$ cat src/rtl/ddr_arbiter.sv
// Round-robin two-port front end for ddr_ctrl. Each granted 256-bit block access is
// issued as two 128-bit half accesses (low half first), each completed by ram_rdy.
module ddr_arbiter #(
    parameter int HALF_BIT = 4,
    parameter int TIMEOUT  = 4096
) (
    input  logic         clk,
    input  logic         rst,
    input  logic         p0_req,
    input  logic [29:0]  p0_addr,
    output logic         p0_ack,
    input  logic         p1_req,
    input  logic         p1_write,
    input  logic [29:0]  p1_addr,
    input  logic [255:0] p1_wdata,
    output logic         p1_ack,
    output logic [255:0] rdata,
    output logic         ram_en,
    output logic         ram_write,
    output logic [29:0]  ram_addr,
    output logic [255:0] data_to_ram,
    input  logic         ram_rdy,
    input  logic [255:0] block_out,
    output logic         busy,
    output logic         ddr_err
);

    localparam int CW = ($clog2(TIMEOUT + 1) > 13) ? $clog2(TIMEOUT + 1) : 13;

    typedef enum logic [2:0] {IDLE, LO, LO_WAIT, HI, HI_WAIT, DONE} state_t;

    state_t         state_q, state_d;
    logic           last_grant_q, last_grant_d;
    logic           grant_q, grant_d;
    logic           ram_write_q, ram_write_d;
    logic [29:0]    ram_addr_q, ram_addr_d;
    logic [255:0]   data_q, data_d;
    logic [127:0]   stage_q, stage_d;
    logic [255:0]   rdata_q, rdata_d;
    logic [CW-1:0]  cnt_q, cnt_d, cnt_inc;
    logic           err_q, err_d;
    logic           pick_p1;

    always_ff @(posedge clk or negedge rst) begin
        if (!rst) begin
            state_q      <= IDLE;
            last_grant_q <= 1'b1;
            grant_q      <= 1'b0;
            ram_write_q  <= 1'b0;
            ram_addr_q   <= '0;
            data_q       <= '0;
            stage_q      <= '0;
            rdata_q      <= '0;
            cnt_q        <= '0;
            err_q        <= 1'b0;
        end else begin
            state_q      <= state_d;
            last_grant_q <= last_grant_d;
            grant_q      <= grant_d;
            ram_write_q  <= ram_write_d;
            ram_addr_q   <= ram_addr_d;
            data_q       <= data_d;
            stage_q      <= stage_d;
            rdata_q      <= rdata_d;
            cnt_q        <= cnt_d;
            err_q        <= err_d;
        end
    end

    always_comb begin
        state_d      = state_q;
        last_grant_d = last_grant_q;
        grant_d      = grant_q;
        ram_write_d  = ram_write_q;
        ram_addr_d   = ram_addr_q;
        data_d       = data_q;
        stage_d      = stage_q;
        rdata_d      = rdata_q;
        cnt_d        = cnt_q;
        err_d        = err_q;
        pick_p1      = 1'b0;
        cnt_inc      = (cnt_q == CW'(TIMEOUT)) ? cnt_q : cnt_q + 1'b1;

        case (state_q)
            IDLE: begin
                // On a tie the port that lost the previous grant wins.
                pick_p1 = p1_req && (!p0_req || !last_grant_q);
                if (p0_req || p1_req) begin
                    grant_d              = pick_p1;
                    ram_addr_d           = pick_p1 ? p1_addr : p0_addr;
                    ram_addr_d[HALF_BIT] = 1'b0;
                    ram_write_d          = pick_p1 && p1_write;
                    data_d               = pick_p1 ? p1_wdata : '0;
                    cnt_d                = '0;
                    state_d              = LO;
                end
            end
            LO: state_d = LO_WAIT;
            LO_WAIT: begin
                cnt_d = cnt_inc;
                err_d = err_q || (cnt_inc == CW'(TIMEOUT));
                if (ram_rdy) begin
                    if (!ram_write_q) stage_d = block_out[127:0];
                    ram_addr_d[HALF_BIT] = 1'b1;
                    cnt_d                = '0;
                    state_d              = HI;
                end
            end
            HI: state_d = HI_WAIT;
            HI_WAIT: begin
                cnt_d = cnt_inc;
                err_d = err_q || (cnt_inc == CW'(TIMEOUT));
                // rdata loads on the edge into DONE so it is valid while the ack is high.
                if (ram_rdy) begin
                    if (!ram_write_q) rdata_d = {block_out[255:128], stage_q};
                    state_d = DONE;
                end
            end
            DONE: begin
                last_grant_d = grant_q;
                state_d      = IDLE;
            end
            default: state_d = IDLE;
        endcase
    end

    assign p0_ack      = (state_q == DONE) && !grant_q;
    assign p1_ack      = (state_q == DONE) && grant_q;
    assign ram_en      = (state_q == LO) || (state_q == LO_WAIT) ||
                         (state_q == HI) || (state_q == HI_WAIT);
    assign busy        = (state_q != IDLE);
    assign ram_write   = ram_write_q;
    assign ram_addr    = ram_addr_q;
    assign data_to_ram = data_q;
    assign rdata       = rdata_q;
    assign ddr_err     = err_q;

endmodule

$ cat config.mk
export PLATFORM = sky130hd
export DESIGN_NAME = ddr_arbiter
export DESIGN_NICKNAME = d
export VERILOG_FILES = /design/src/rtl/ddr_arbiter.sv
export SDC_FILE = /design/constraint.sdc
export NUM_CORES = 1
export LEC_CHECK = 0
export ABC_AREA = 1
export CAP_MARGIN = 30
export CORE_AREA = 4 4 441 443
export CTS_CLUSTER_DIAMETER = 150
export CTS_CLUSTER_SIZE = 10
export DETAILED_ROUTE_END_ITERATION = 10
export DIE_AREA = 0 0 445 447
export PLACE_DENSITY_LB_ADDON = 0.25
export SYNTH_ARGS = -nofsm -noshare
export SYNTH_HDL_FRONTEND = slang
export SYNTH_SLANG_ARGS = --single-unit
$ cat constraint.sdc
create_clock -name clk -period 1.49 [get_ports clk]
set_input_delay 0.447 -clock clk [delete_from_list [all_inputs] [get_ports clk]]
set_output_delay 0.447 -clock clk [all_outputs]
set_load 0.01 [all_outputs]
==> run summary <==
- 25011 — vias in the first global route
- 4716 — final layout net count
- 2664 — gate count after technology mapping
- 0.07 ns — clock-pin transition on the worst setup and hold timing paths
- 14 — reg2reg path depth
- 51 — largest net degree at the start of global routing
- 10.2 sq um — average cell area after synthesis
- 1123 — count of input and output buffers
- flip-flop — crit path launch type
- 63.9% — proportion of synthesized chip area in sequential cells
- 199000 sq um — full die area
- 13.9% — gr usage total
- 54 — initial antenna violation count
- 0.879 — gpl congestion
- 113000 um — post-DP HPWL
- 0.441 ns — Least-Margin Pin Slew
- 0.881 mV — Worst IR Drop VDD
- 0.0420 ns — Final Skew
- 690 — number of synthesized register bits
- 3.76 — ratio of routed vias to standard cells
- 3244 — Synth Net Count
- 0.446 GHz — maximum clock rate
- 152000 um — drt total wl
- 50100 sq um — fin area
- 0 — Routed Antenna Nets
- negative setup slack — violated checks
- 447 um — Chip Height
- 38.5% — share of post-route cells with drive strength above 1
- 0.70 ns — Skew-Pair Late Insertion Delay
- 0 — reported max-cap violation count
- 190000 sq um — placeable core region
- 22.8 um — average detailed-routed wire length per instance
- 5 — 1st-pass router iterations
- 0 — Final Hold Violating Endpoints
- 2090 nW/um^2 — power density normalized to cell area
- sky130_fd_sc_hd__clkbuf_16 — Clock Root Buffer
- complete, but fails checks — run status
- 0 — remaining design rule violation count
- 0 — warning count from the yosys run
- 27000 sq um — post-synth design cell area
- data_to_ram[188]$_DFFE_PN0P_ — capturing point of the worst reg2reg path
- 1126 — I/O pin cnt
- 0 — Congestion Overflow GR
- 85.3% — layout-stage area growth over the synthesis result
- 151% — final period utilization
- -0.753 ns — Final WS setup
- primary input to asynchronous set/reset pin — class of the worst hold path
- 3 — top fanout value on the critical path
- 0 — fin. max-slew vios
- 43000 sq um — Placed Area
- true — unrepaired setup endpoints after global routing
- 25097 — total via count after detailed routing
- 24.2 nW — cell leakage power
- 445 um — Die Wd
- 0.197 ns — worst slack on hold paths
- -0.68 ns — flop-to-flop setup slack
- 26.4% — final cell utilization of the core
- 81 — total CTS buffers
- 1.80 ns — Crit path arrival time
- 1483 — DRC violation total after the first TritonRoute iteration
- 30 — number of distinct standard cells referenced by the synthesized netlist
- 1.04 ns — critical path data required time
- 160 — number of rows in the core area
- 1235 — number of setup violations in the final report
- 2.24 ns — min cycle time layout
- state_q[1]$_DFFE_PN0P_ — worst reg2reg path startpoint
- 198000 um — first-pass GRT wire length
- done — CTS tree
- 70.5% — worst slew margin relative to its limit
- 105 mW — Total Power Consumption
- output port — Setup crit end kind
- ram_en — termination of the worst setup path
- 14.2% — effective utilization at floorplan
- flip-flop to output port — CP Class
- state_q[2]$_DFFE_PN0P_ — first element of the critical path
- 3 — deepest level of the CTS H-tree
- 690 — count of clock tree sinks
- 3 — Max clock buf depth
layout by cell type (no fill, tap or decap), types with 4 or more instances in the layout:
cell type | netlist | final
sky130_fd_sc_hd__buf_16 | 0 | 19
sky130_fd_sc_hd__inv_6 | 0 | 4
sky130_fd_sc_hd__buf_8 | 0 | 16
sky130_fd_sc_hd__dfrtp_1 | 689 | 667
sky130_fd_sc_hd__a21oi_1 | 128 | 127
sky130_fd_sc_hd__clkdlybuf4s50_1 | 0 | 574
sky130_fd_sc_hd__buf_2 | 96 | 142
sky130_fd_sc_hd__nand3_2 | 0 | 6
sky130_fd_sc_hd__clkinv_16 | 0 | 4
sky130_fd_sc_hd__nand3_1 | 273 | 266
sky130_fd_sc_hd__clkbuf_16 | 0 | 130
sky130_fd_sc_hd__o21ai_0 | 194 | 113
sky130_fd_sc_hd__xor2_1 | 6 | 6
sky130_fd_sc_hd__o22ai_2 | 0 | 5
sky130_fd_sc_hd__buf_6 | 9 | 408
sky130_fd_sc_hd__mux2_4 | 84 | 84
sky130_fd_sc_hd__nor2_1 | 179 | 173
sky130_fd_sc_hd__dfrtp_2 | 0 | 22
sky130_fd_sc_hd__mux2_1 | 10 | 10
sky130_fd_sc_hd__o21ai_1 | 2 | 30
sky130_fd_sc_hd__o21ai_2 | 1 | 54
sky130_fd_sc_hd__diode_2 | 0 | 18
sky130_fd_sc_hd__mux2_2 | 34 | 34
sky130_fd_sc_hd__buf_4 | 8 | 262
sky130_fd_sc_hd__nand2_1 | 717 | 420
sky130_fd_sc_hd__inv_1 | 153 | 152
sky130_fd_sc_hd__nand2_2 | 2 | 185
sky130_fd_sc_hd__nor2_4 | 1 | 6
sky130_fd_sc_hd__nand2_4 | 0 | 113
sky130_fd_sc_hd__buf_12 | 0 | 81
metal layers:
layer | vias up | global-route usage (%) | part of all wire, %
li1 | 11551 | - | -
met1 | 12477 | 16.8 | 40
met2 | 824 | 23.5 | 49
met3 | 215 | 4.45 | 7.8
met4 | 30 | 4.38 | 2.7
met5 | - | 0 | 0.13
metrics by stage:
stage               worst slack, ns  setup TNS [ns]  instances
floorplan                   0.00402               0       2664
global placement             -0.625         -339.33       6346
detailed placement           -0.661         -349.46       6346
CTS                          -0.880         -377.32       6573
global route                 -0.910         -535.60       6669
finish                       -0.753         -425.92       6677
where the power goes:
group / internal, mW / switching (mW) / total [mW]
Combinational: 27.2 / 24.4 / 51.6
Clock: 9.89 / 8.51 / 18.4
Sequential: 27.6 / 6.95 / 34.5
cells by family after synthesis:
logic type               after synthesis  synth area share (%)
multiplexers                         128                  6.50
adder cells (fa/ha/maj)                2                0.0925
buffers and inverters                324                  5.30
XOR/XNOR                               6                 0.194
AND/OR/NAND/NOR                     1179                  17.8
flip-flops                           690                  63.9
AO/OA/AOI/OAI                        335                  6.30
sequential cells by signal, summed over array words and instances, names as in the netlist:
name,flops
data_to_ram,256
cnt_q,13
rdata,256
state_q,3
ddr_err,1
last_grant_q,1
grant_q,1
ram_addr,30
ram_write,1
stage_q,128
Yosys cell counts:
master | n | area share (%)
sky130_fd_sc_hd__a21oi_4 | 1 | 0.060
sky130_fd_sc_hd__mux2_1 | 10 | 0.42
sky130_fd_sc_hd__inv_1 | 153 | 2.1
sky130_fd_sc_hd__nand3_1 | 273 | 5.1
sky130_fd_sc_hd__nor2_1 | 179 | 2.5
sky130_fd_sc_hd__dfrtp_1 | 689 | 64
sky130_fd_sc_hd__o21ai_0 | 194 | 3.6
sky130_fd_sc_hd__a21oi_1 | 128 | 2.4
sky130_fd_sc_hd__clkbuf_1 | 54 | 0.75
sky130_fd_sc_hd__nor2_2 | 1 | 0.023
sky130_fd_sc_hd__ha_1 | 2 | 0.093
sky130_fd_sc_hd__buf_2 | 96 | 1.8
sky130_fd_sc_hd__o22ai_1 | 8 | 0.19
sky130_fd_sc_hd__a211oi_1 | 1 | 0.028
sky130_fd_sc_hd__buf_4 | 8 | 0.22
sky130_fd_sc_hd__nor3_1 | 2 | 0.037
sky130_fd_sc_hd__mux2_2 | 34 | 1.4
sky130_fd_sc_hd__buf_6 | 9 | 0.37
sky130_fd_sc_hd__dfstp_2 | 1 | 0.097
sky130_fd_sc_hd__nand4_1 | 3 | 0.069
sky130_fd_sc_hd__nand2_1 | 717 | 10
sky130_fd_sc_hd__o21ai_2 | 1 | 0.032
sky130_fd_sc_hd__mux2_4 | 84 | 4.7
sky130_fd_sc_hd__clkinv_1 | 1 | 0.014
sky130_fd_sc_hd__nor2_4 | 1 | 0.042
sky130_fd_sc_hd__nand4_2 | 1 | 0.046
sky130_fd_sc_hd__xor2_1 | 6 | 0.19
sky130_fd_sc_hd__o21ai_1 | 2 | 0.037
sky130_fd_sc_hd__inv_2 | 3 | 0.042
sky130_fd_sc_hd__nand2_2 | 2 | 0.046
layout make-up:
| type | count | area [sq um] |
|---|---|---|
| tap | 2511 | 3140 |
| timing repair buffer | 1553 | 16700 |
| clock inverter | 10 | 146 |
| inverter | 157 | 642 |
| timing repair inverter | 3 | 66.3 |
| antenna | 18 | 45.0 |
| multi-input combinational | 1650 | 10000 |
| sequential | 690 | 17300 |
| fill | 20103 | 140000 |
| clock buffer | 85 | 2070 |
worst max-delay path, cell delays in order, from the launching register on:
cell,delay (ns)
sky130_fd_sc_hd__dfrtp_1,0.41
sky130_fd_sc_hd__buf_6,0.14
sky130_fd_sc_hd__nor2_4,0.09
sky130_fd_sc_hd__nand2_2,0.07
sky130_fd_sc_hd__buf_6,0.11
sky130_fd_sc_hd__nand4_1,0.13
sky130_fd_sc_hd__buf_12,0.14
timing repair:
action,CTS,global route
hold buffers,1,0
resized for setup,2847,642
cloned,12,60
setup buffers,119,32
pin swaps,6,11
hold endpoints to repair,97,0
endpoints found under the setup margin,1235,1235
worst min-delay path by stage:
stage / slack [ns] / end / cells past startpoint
2_1_floorplan: 0.15 / cnt_q[0]$_DFFE_PN0P_ / 0
3_3_place_gp: 0.31 / rdata[64]$_DFFE_PN0P_ / 1
3_5_place_dp: 0.31 / cnt_q[8]$_DFFE_PN0P_ / 1
4_1_cts: 0.11 / cnt_q[1]$_DFFE_PN0P_ / 2
5_1_grt: 0.14 / cnt_q[1]$_DFFE_PN0P_ / 2
6_report: 0.20 / cnt_q[1]$_DFFE_PN0P_ / 2
(Power assumes the default switching activity.)
